===== src/rtl/pc_fetch_unit_if.sv =====
// Fetch-side channels: instruction-memory request/response and the decode handoff.
// The master modport is the fetch unit; the slave modport is the memory/decode side.
interface pc_fetch_unit_if;
  logic        imem_req_valid;
  logic        imem_req_ready;
  logic [31:0] imem_addr;
  logic        imem_rsp_valid;
  logic [31:0] imem_rsp_data;
  logic        inst_valid;
  logic        inst_ready;
  logic [31:0] inst;
  logic [31:0] inst_pc;
  logic [15:0] imm16;
  logic [25:0] target;

  modport master (
    output imem_req_valid,
    input  imem_req_ready,
    output imem_addr,
    input  imem_rsp_valid,
    input  imem_rsp_data,
    output inst_valid,
    input  inst_ready,
    output inst,
    output inst_pc,
    output imm16,
    output target
  );

  modport slave (
    input  imem_req_valid,
    output imem_req_ready,
    input  imem_addr,
    output imem_rsp_valid,
    output imem_rsp_data,
    input  inst_valid,
    output inst_ready,
    input  inst,
    input  inst_pc,
    input  imm16,
    input  target
  );
endinterface


===== src/rtl/pc_fetch_unit.sv =====
// Multi-cycle PC register and instruction fetcher: one outstanding imem read, decode handoff.
// Define PCFETCH_ALIGN_CHECK_EN to trap misaligned next_pc into a sticky fault/HALT state.
module pc_fetch_unit #(
  parameter logic [31:0] RESET_PC = 32'h0000_3000
) (
  input  logic                     clk,
  input  logic                     rst,
  input  logic [31:0]              next_pc,
  output logic                     fault,
  pc_fetch_unit_if.master          bus
);

  typedef enum logic [1:0] {StReq, StWait, StHold, StHalt} state_e;

  state_e      state_q, state_d;
  logic [31:0] pc_q, pc_d;
  logic [31:0] inst_q, inst_d;
  logic [31:0] inst_pc_q, inst_pc_d;

`ifdef PCFETCH_ALIGN_CHECK_EN
  logic fault_q, fault_d;
`else
  // Low bits are discarded when alignment checking is compiled out.
  logic unused_next_pc_lsb;
  assign unused_next_pc_lsb = ^next_pc[1:0];
`endif

  always_comb begin
    state_d   = state_q;
    pc_d      = pc_q;
    inst_d    = inst_q;
    inst_pc_d = inst_pc_q;
`ifdef PCFETCH_ALIGN_CHECK_EN
    fault_d   = fault_q;
`endif
    unique case (state_q)
      StReq: begin
        if (bus.imem_req_ready) begin
          state_d = StWait;
        end
      end
      StWait: begin
        if (bus.imem_rsp_valid) begin
          inst_d    = bus.imem_rsp_data;
          inst_pc_d = pc_q;
          state_d   = StHold;
        end
      end
      StHold: begin
        if (bus.inst_ready) begin
`ifdef PCFETCH_ALIGN_CHECK_EN
          pc_d = next_pc;
          if (next_pc[1:0] != 2'b00) begin
            fault_d = 1'b1;
            state_d = StHalt;
          end else begin
            state_d = StReq;
          end
`else
          pc_d    = {next_pc[31:2], 2'b00};
          state_d = StReq;
`endif
        end
      end
      StHalt: begin
        state_d = StHalt;
      end
      default: begin
        state_d = StReq;
      end
    endcase
  end

  always_ff @(posedge clk) begin
    if (rst) begin
      state_q   <= StReq;
      pc_q      <= RESET_PC;
      inst_q    <= 32'h0;
      inst_pc_q <= 32'h0;
    end else begin
      state_q   <= state_d;
      pc_q      <= pc_d;
      inst_q    <= inst_d;
      inst_pc_q <= inst_pc_d;
    end
  end

`ifdef PCFETCH_ALIGN_CHECK_EN
  always_ff @(posedge clk) begin
    if (rst) begin
      fault_q <= 1'b0;
    end else begin
      fault_q <= fault_d;
    end
  end
  assign fault = fault_q;
`else
  assign fault = 1'b0;
`endif

  // Request is masked during the reset cycle itself, even though state already reads StReq.
  assign bus.imem_req_valid = (state_q == StReq) && !rst;
  assign bus.imem_addr      = pc_q;
  assign bus.inst_valid     = (state_q == StHold);
  assign bus.inst           = inst_q;
  assign bus.inst_pc        = inst_pc_q;
  assign bus.imm16          = inst_q[15:0];
  assign bus.target         = inst_q[25:0];

endmodule


===== src/flat_wrapper.sv =====
// flat-port wrapper written by rule: the top's interface ports become plain ports
module pc_fetch_unit_flat 
#(
  parameter logic [31:0] RESET_PC = 32'h0000_3000
)
  (clk, rst, next_pc, fault, bus_imem_req_valid, bus_imem_req_ready, bus_imem_addr, bus_imem_rsp_valid, bus_imem_rsp_data, bus_inst_valid, bus_inst_ready, bus_inst, bus_inst_pc, bus_imm16, bus_target);
  pc_fetch_unit_if bus_i ();
  input  logic clk;
  input  logic rst;
  input  logic [31:0] next_pc;
  output logic fault;
  output wire logic [$bits(bus_i.imem_req_valid)-1:0] bus_imem_req_valid;
  input wire logic [$bits(bus_i.imem_req_ready)-1:0] bus_imem_req_ready;
  output wire logic [$bits(bus_i.imem_addr)-1:0] bus_imem_addr;
  input wire logic [$bits(bus_i.imem_rsp_valid)-1:0] bus_imem_rsp_valid;
  input wire logic [$bits(bus_i.imem_rsp_data)-1:0] bus_imem_rsp_data;
  output wire logic [$bits(bus_i.inst_valid)-1:0] bus_inst_valid;
  input wire logic [$bits(bus_i.inst_ready)-1:0] bus_inst_ready;
  output wire logic [$bits(bus_i.inst)-1:0] bus_inst;
  output wire logic [$bits(bus_i.inst_pc)-1:0] bus_inst_pc;
  output wire logic [$bits(bus_i.imm16)-1:0] bus_imm16;
  output wire logic [$bits(bus_i.target)-1:0] bus_target;
  assign bus_imem_req_valid = bus_i.imem_req_valid;
  assign bus_i.imem_req_ready = bus_imem_req_ready;
  assign bus_imem_addr = bus_i.imem_addr;
  assign bus_i.imem_rsp_valid = bus_imem_rsp_valid;
  assign bus_i.imem_rsp_data = bus_imem_rsp_data;
  assign bus_inst_valid = bus_i.inst_valid;
  assign bus_i.inst_ready = bus_inst_ready;
  assign bus_inst = bus_i.inst;
  assign bus_inst_pc = bus_i.inst_pc;
  assign bus_imm16 = bus_i.imm16;
  assign bus_target = bus_i.target;
  pc_fetch_unit #(.RESET_PC(RESET_PC)) u_core (.clk(clk), .rst(rst), .next_pc(next_pc), .fault(fault), .bus(bus_i));
endmodule

===== config.mk =====
export PLATFORM = sky130hd
export DESIGN_NAME = pc_fetch_unit_flat
export DESIGN_NICKNAME = d
export VERILOG_FILES = /design/src/rtl/pc_fetch_unit_if.sv /design/src/rtl/pc_fetch_unit.sv /design/src/flat_wrapper.sv
export SDC_FILE = /design/constraint.sdc
export NUM_CORES = 1
export LEC_CHECK = 0
export ABC_CLOCK_PERIOD_IN_PS = 1850
export CAP_MARGIN = 5
export CORE_MARGIN = 2
export CORE_UTILIZATION = 38
export DETAILED_ROUTE_END_ITERATION = 8
export PLACE_DENSITY = 0.83
export SYNTH_ARGS = -nofsm -noshare
export SYNTH_HDL_FRONTEND = slang
export SYNTH_SLANG_ARGS = --single-unit

===== constraint.sdc =====
create_clock -name clk -period 1.85 [get_ports clk]
set_clock_uncertainty 0.05 [all_clocks]
set_input_delay 0.4625 -clock clk [delete_from_list [all_inputs] [get_ports clk]]
set_output_delay 0.4625 -clock clk [all_outputs]
set_load 0.02 [all_outputs]

==> flow_summary.toml, run 1 <==
[die]
coreArea_um2 = 9330
die_h_um = 102
num_rows = 35
die_area_um2 = 10500
io_pins = 210
die_x_um = 102
start_util = 0.394

[clock_network]
root_buffer = "clkbuf_8"
worstSkewPairLatency_ps = 350
cts_buffers = 9
cts.sinks = 94
htree_levels = 3
cts_buffer_depth = 2
cts_tree = "built"
path_clk_slew_ps = 90

[sta]
finalHoldViolCount = 0
slew_headroom = 0.656
fmax_mhz = 557
setup_tns_ps = 0
hold_ws_ps = 406
rsz0062_at_grt = "no"
setup_viol = 0
maxSlewViolCount = 0
worstMarginPinSlew_ps = 517
period_share = 0.971
period_minus_slack_ps = 1800

[synth]
yosysWarningCount = 0
ys.flop_type = "dfxtp_1"
ys_seq_area_frac = 0.512
ys_seq_elements = 94
synth.area.top_cells = "dfxtp_1 (51%), nand2_1 (19%), a21oi_1 (12%), buf_4 (9.6%), clkbuf_1 (2.1%)"
postSynthCellCount = 471
synth_area_um2 = 3680
synth_common_cells = "nand2_1 (186), dfxtp_1 (94), a21oi_1 (90)"
synth_most_common_cell = "nand2_1"
yosysTopAreaCell = "dfxtp_1"
netlist.area_leader.share = 0.512
synthArstFlopShare = 0
syn_avg_cell_area_um2 = 7.81
synth_cell_types = 16
synth_edf_count = 0

[setup_path]
worst-endpoint-arrival_ps = 1280
cp_max_fo = 2
path_buf_inv = 1
worst-setup-path-type = "reg -> out"
cp_slowest_cell = "clkdlybuf4s50_1"
r2r_cells = 6
slowest_delay_ps = 610
cp-end-kind = "output port"
r2r_end = "u_core.state_q[1]$_SDFFE_PP0P_"
critPathTopFamily = "buffers and inverters"
worstReg2RegStart = "u_core.state_q[1]$_SDFFE_PP0P_"
start_kind = "flop"
cp.required_ps = 1340
reg2reg_slack_ps = 80
crit_chain = "clkdlybuf4s50_1"

[detailed_routing]
wire_per_inst_um = 13.8
viasPerCell = 4.64
via_count = 3535
drtIter0Drc = 78
drc = 0
routed_wl_mm = 10.5
drtAntennaViolNets = 0
first_pass_iters = 5

[final_layout]
final_nets = 702
layout-drive-gt1-share = 0.0695
layout-area-overhead-vs-synth_pct = 55.0
antenna_cells = 0

[power]
power.density_nw_per_um2 = 889
p_leak_nw = 2.99
total_power_w = 0.00507
vdd_ir_drop_max_v = 0.000495

[min_path]
min_from = "u_core.bus.inst_pc[4]$_SDFFE_PP0P_"
whs_path_depth = 2
min_path_type = "reg -> reg"
whs_endpoint = "u_core.bus.inst_pc[4]$_SDFFE_PP0P_"

[status]
outcome = "completed"

[global_route]
gr-total-overflow = 0
grt_pass1_wl_mm = 16.0
grt_max_degree = 51
antenna_found_initial = 0
track_usage = 0.193
grt_pass1_vias = 3353

[placement]
port-buffer-count = 202
gp_congestion = 0.737
hpwl_mm = 7.70

[run]
cap_violations = 0
[how the worst max path moves through the flow]
stage / to / startpoint / slack, ps / cells past startpoint
after floorplan: u_core.state_q[0]$_SDFFE_PP0P_ / u_core.state_q[0]$_SDFFE_PP0P_ / 220 / 4
after global placement: u_core.state_q[1]$_SDFFE_PP0P_ / bus_inst_ready / -100 / 4
after detailed placement: u_core.state_q[1]$_SDFFE_PP0P_ / bus_inst_ready / -170 / 4
after CTS: bus_imem_addr[28] / u_core.bus.imem_addr[28]$_SDFFE_PP0P_ / 2 / 1
after global routing: bus_inst_pc[10] / u_core.bus.inst_pc[10]$_SDFFE_PP0P_ / 0.4 / 1
final: bus_inst_pc[10] / u_core.bus.inst_pc[10]$_SDFFE_PP0P_ / 50 / 1
[layout make-up]
type                    count  area (um^2)
repair buffers            219         2120
inverters                   5         18.8
fillers                   859         3620
well taps                 129          161
multi-input cells         299         1330
clock inverters             6         51.3
flip-flops and latches     94         1880
clock buffers              10          138
[repair_timing]
| action | in CTS | in global routing |
|---|---|---|
| hold buffers | 0 | 0 |
| pin swaps | 0 | 1 |
| buffers inserted | 0 | 2 |
| resized for setup | 114 | 32 |
| setup endpoints to repair | 108 | 31 |
[report_power, final]
part / switching (W) / internal [W]
Clock: 0.000753 / 0.000553
Combinational: 0.000877 / 0.000630
Sequential: 0.0000916 / 0.00216
Total: 0.00172 / 0.00335
[cell families after synthesis]
group,count (synthesis),share of synthesized area
AO/OA/AOI/OAI,91,0.125
adder cells (fa/ha/maj),5,0.0170
other,1,0.00102
AND/OR/NAND/NOR,196,0.204
flip-flops,94,0.512
multiplexers,2,0.00612
buffers and inverters,82,0.135
[tightest hold or removal path, stage by stage, from the launching register on]
cell     delay [ps]
dfxtp_1         320
nand2_1          50
a21oi_1          50
[state kept, by name, summed over array words and instances (netlist names)]
| signal | flops |
|---|---|
| u_core.bus.imem_addr | 30 |
| u_core.bus.inst | 32 |
| u_core.state_q | 2 |
| u_core.bus.inst_pc | 30 |
[cells in the final DEF, fill, tap and decap left out, types with 3 or more instances in the layout]
cell type	netlist	layout
a21oi_1	90	90
buf_12	0	4
buf_4	47	15
clkbuf_8	0	10
clkdlybuf4s50_1	0	66
conb_1	1	5
dfxtp_1	94	92
dlygate4sd2_1	0	106
dlymetal6s2s_1	0	27
ha_1	5	3
inv_1	5	5
inv_6	0	4
nand2_1	186	185
nor2_1	4	4
[metal layers]
metal	global-route usage	vias to the layer above	wire length [um]
met5	0	-	0
met4	0.0492	0	167
met3	0.0739	15	872
met2	0.356	136	5320
met1	0.208	1630	4140
li1	-	1754	-
[through the flow]
step | instances | worst slack, ps | util | cell area [um^2]
after floorplan | 475 | 220 | - | 3690
after global placement | 744 | -97.7 | 0.597 | 5560
after detailed placement | 744 | -166 | 0.597 | 5560
after CTS | 760 | 1.73 | 0.602 | 5620
after global routing | 762 | 0.443 | 0.611 | 5700
final | 762 | 53.5 | 0.611 | 5700
No activity file was read; power rests on OpenSTA's default activity.
==> run 2, diff against run 1 <==
CORE_UTILIZATION = 55   (was 38)
DONT_BUFFER_PORTS = 1   (was not set)
PLACE_DENSITY = 0.73   (was 0.83)
==> flow_summary.toml, run 2 (synthesis results as in run 1) <==
[final_layout]
fill_cells = 597
mostFrequentLayoutCells = "nand2_1 (185), dfxtp_1 (94), a21oi_1 (90)"
layout-area-overhead-vs-synth_pct = -0.816
final-seq-area_um2 = 1880
instances_no_fill = 501
final_nets = 493
antenna_cells = 0
largest_reg_flops = 32
multi_input_area_um2 = 1330
layout-drive-gt1-share = 0.0708
final_common_cell = "nand2_1"

[clock_network]
cts_buffers = 9
cts_buffer_depth = 2
htree_levels = 3
path_clk_slew_ps = 90
root_buffer = "clkbuf_8"
cts_tree = "built"
cts.sinks = 94
worstSkewPairLatency_ps = 360

[power]
vdd_ir_drop_max_v = 0.000495
total_power_w = 0.00457
p_leak_nw = 1.26
power.density_nw_per_um2 = 1250

[placement]
dpl.cell_count = 485
hpwl_mm = 5.13
gp_congestion = 0.769
port-buffer-count = 0

[status]
outcome = "finished, violations left"
violations = "design-rule violations"

[detailed_routing]
drtAntennaViolNets = 0
viasPerCell = 5.37
via_count = 2692
wire_per_inst_um = 15.3
drc = 15
drtIter0Drc = 139
routed_wl_mm = 7.65
first_pass_iters = 6

[run]
cap_violations = 0

[die]
die_area_um2 = 7360
start_util = 0.573
num_rows = 29
io_pins = 210
die_x_um = 85.8
coreArea_um2 = 6420
die_h_um = 85.8

[sta]
slew_headroom = 0.577
setup_tns_ps = 0
period_minus_slack_ps = 1760
hold_ws_ps = 123
rsz0062_at_grt = "no"
fmax_mhz = 569
maxSlewViolCount = 0
setup_viol = 0
period_share = 0.950
worstMarginPinSlew_ps = 633
finalHoldViolCount = 0

[min_path]
min_path_type = "in -> reg"

[global_route]
grt_pass1_wl_mm = 12.1
antenna_found_initial = 0
grt_pass1_vias = 2533
grt_max_degree = 98
gr-total-overflow = 0
track_usage = 0.210

[setup_path]
cp_max_fo = 4
critPathTopFamily = "flip-flops"
cp_slowest_cell = "dfxtp_1"
path_buf_inv = 2
cp.required_ps = 1340
start_kind = "flop"
crit_chain = "inv_1, ha_1, buf_4"
cp-end-kind = "output port"
worst-endpoint-arrival_ps = 1240
worst-setup-path-type = "reg -> out"
slowest_delay_ps = 380
## run 2: cell types whose count changed in the layout (fill, tap and decap cells not counted), moves of 2 or more
cell | previous run | this run
buf_4 | 15 | 6
clkdlybuf4s50_1 | 66 | 0
dfxtp_1 | 92 | 94
dfxtp_2 | 2 | 0
dlygate4sd2_1 | 106 | 0
dlymetal6s2s_1 | 27 | 0
ha_1 | 3 | 5
ha_2 | 2 | 0
inv_6 | 4 | 1
## run 2: report_power, final
part	internal [W]	switching [W]	total, W
Sequential	0.00216	0.000417	0.00258
Combinational	0.000238	0.000402	0.000641
Clock	0.000665	0.000691	0.00136
## run 2: final timing paths
check | startpoint | endpoint | slack [ps] | cells past startpoint
setup reg to reg | u_core.state_q[0]$_SDFFE_PP0P_ | u_core.state_q[1]$_SDFFE_PP0P_ | 190 | 4
hold reg to reg | u_core.bus.inst[8]$_SDFFE_PP0P_ | u_core.bus.inst[8]$_SDFFE_PP0P_ | 410 | 2
hold / removal | rst | u_core.bus.inst[24]$_SDFFE_PP0P_ | 120 | 1
setup / recovery | u_core.state_q[0]$_SDFFE_PP0P_ | bus_inst_valid | 90 | 3
## run 2: cell type report
type                    count  area share
repair buffers             10      0.0343
inverters                   5     0.00514
flip-flops and latches     94       0.516
well taps                  77      0.0264
clock buffers              11      0.0388
clock inverters             5      0.0158
multi-input cells         299       0.364
## run 2: metal layers
metal	up-vias	wire (um)	track usage
met5	-	0	0
met4	0	138	0.0866
met3	15	734	0.0751
met2	118	3810	0.354
met1	1223	2970	0.242
li1	1336	-	-
## run 2: timing repair
action                     4_1_cts  5_1_grt
cloned                           0        0
buffers inserted                 0        0
setup endpoints to repair        1        1
hold buffers                     0        0
gates resized for setup          1        1
pin swaps                        0        0
## run 2: metrics by stage
stage	instance area (um^2)	util	worst slack [ps]
final	3650	0.568	92.9
after global routing	3650	0.568	24.1
after CTS	3640	0.567	35.6
after detailed placement	3440	0.536	197
after global placement	3440	0.536	242
after floorplan	3690	-	220
## run 2: worst reg2reg max path: stages (launching register included)
cell and delay, ps:
dfxtp_1 380, inv_1 100, ha_1 240, a222oi_1 390, mux2_2 380
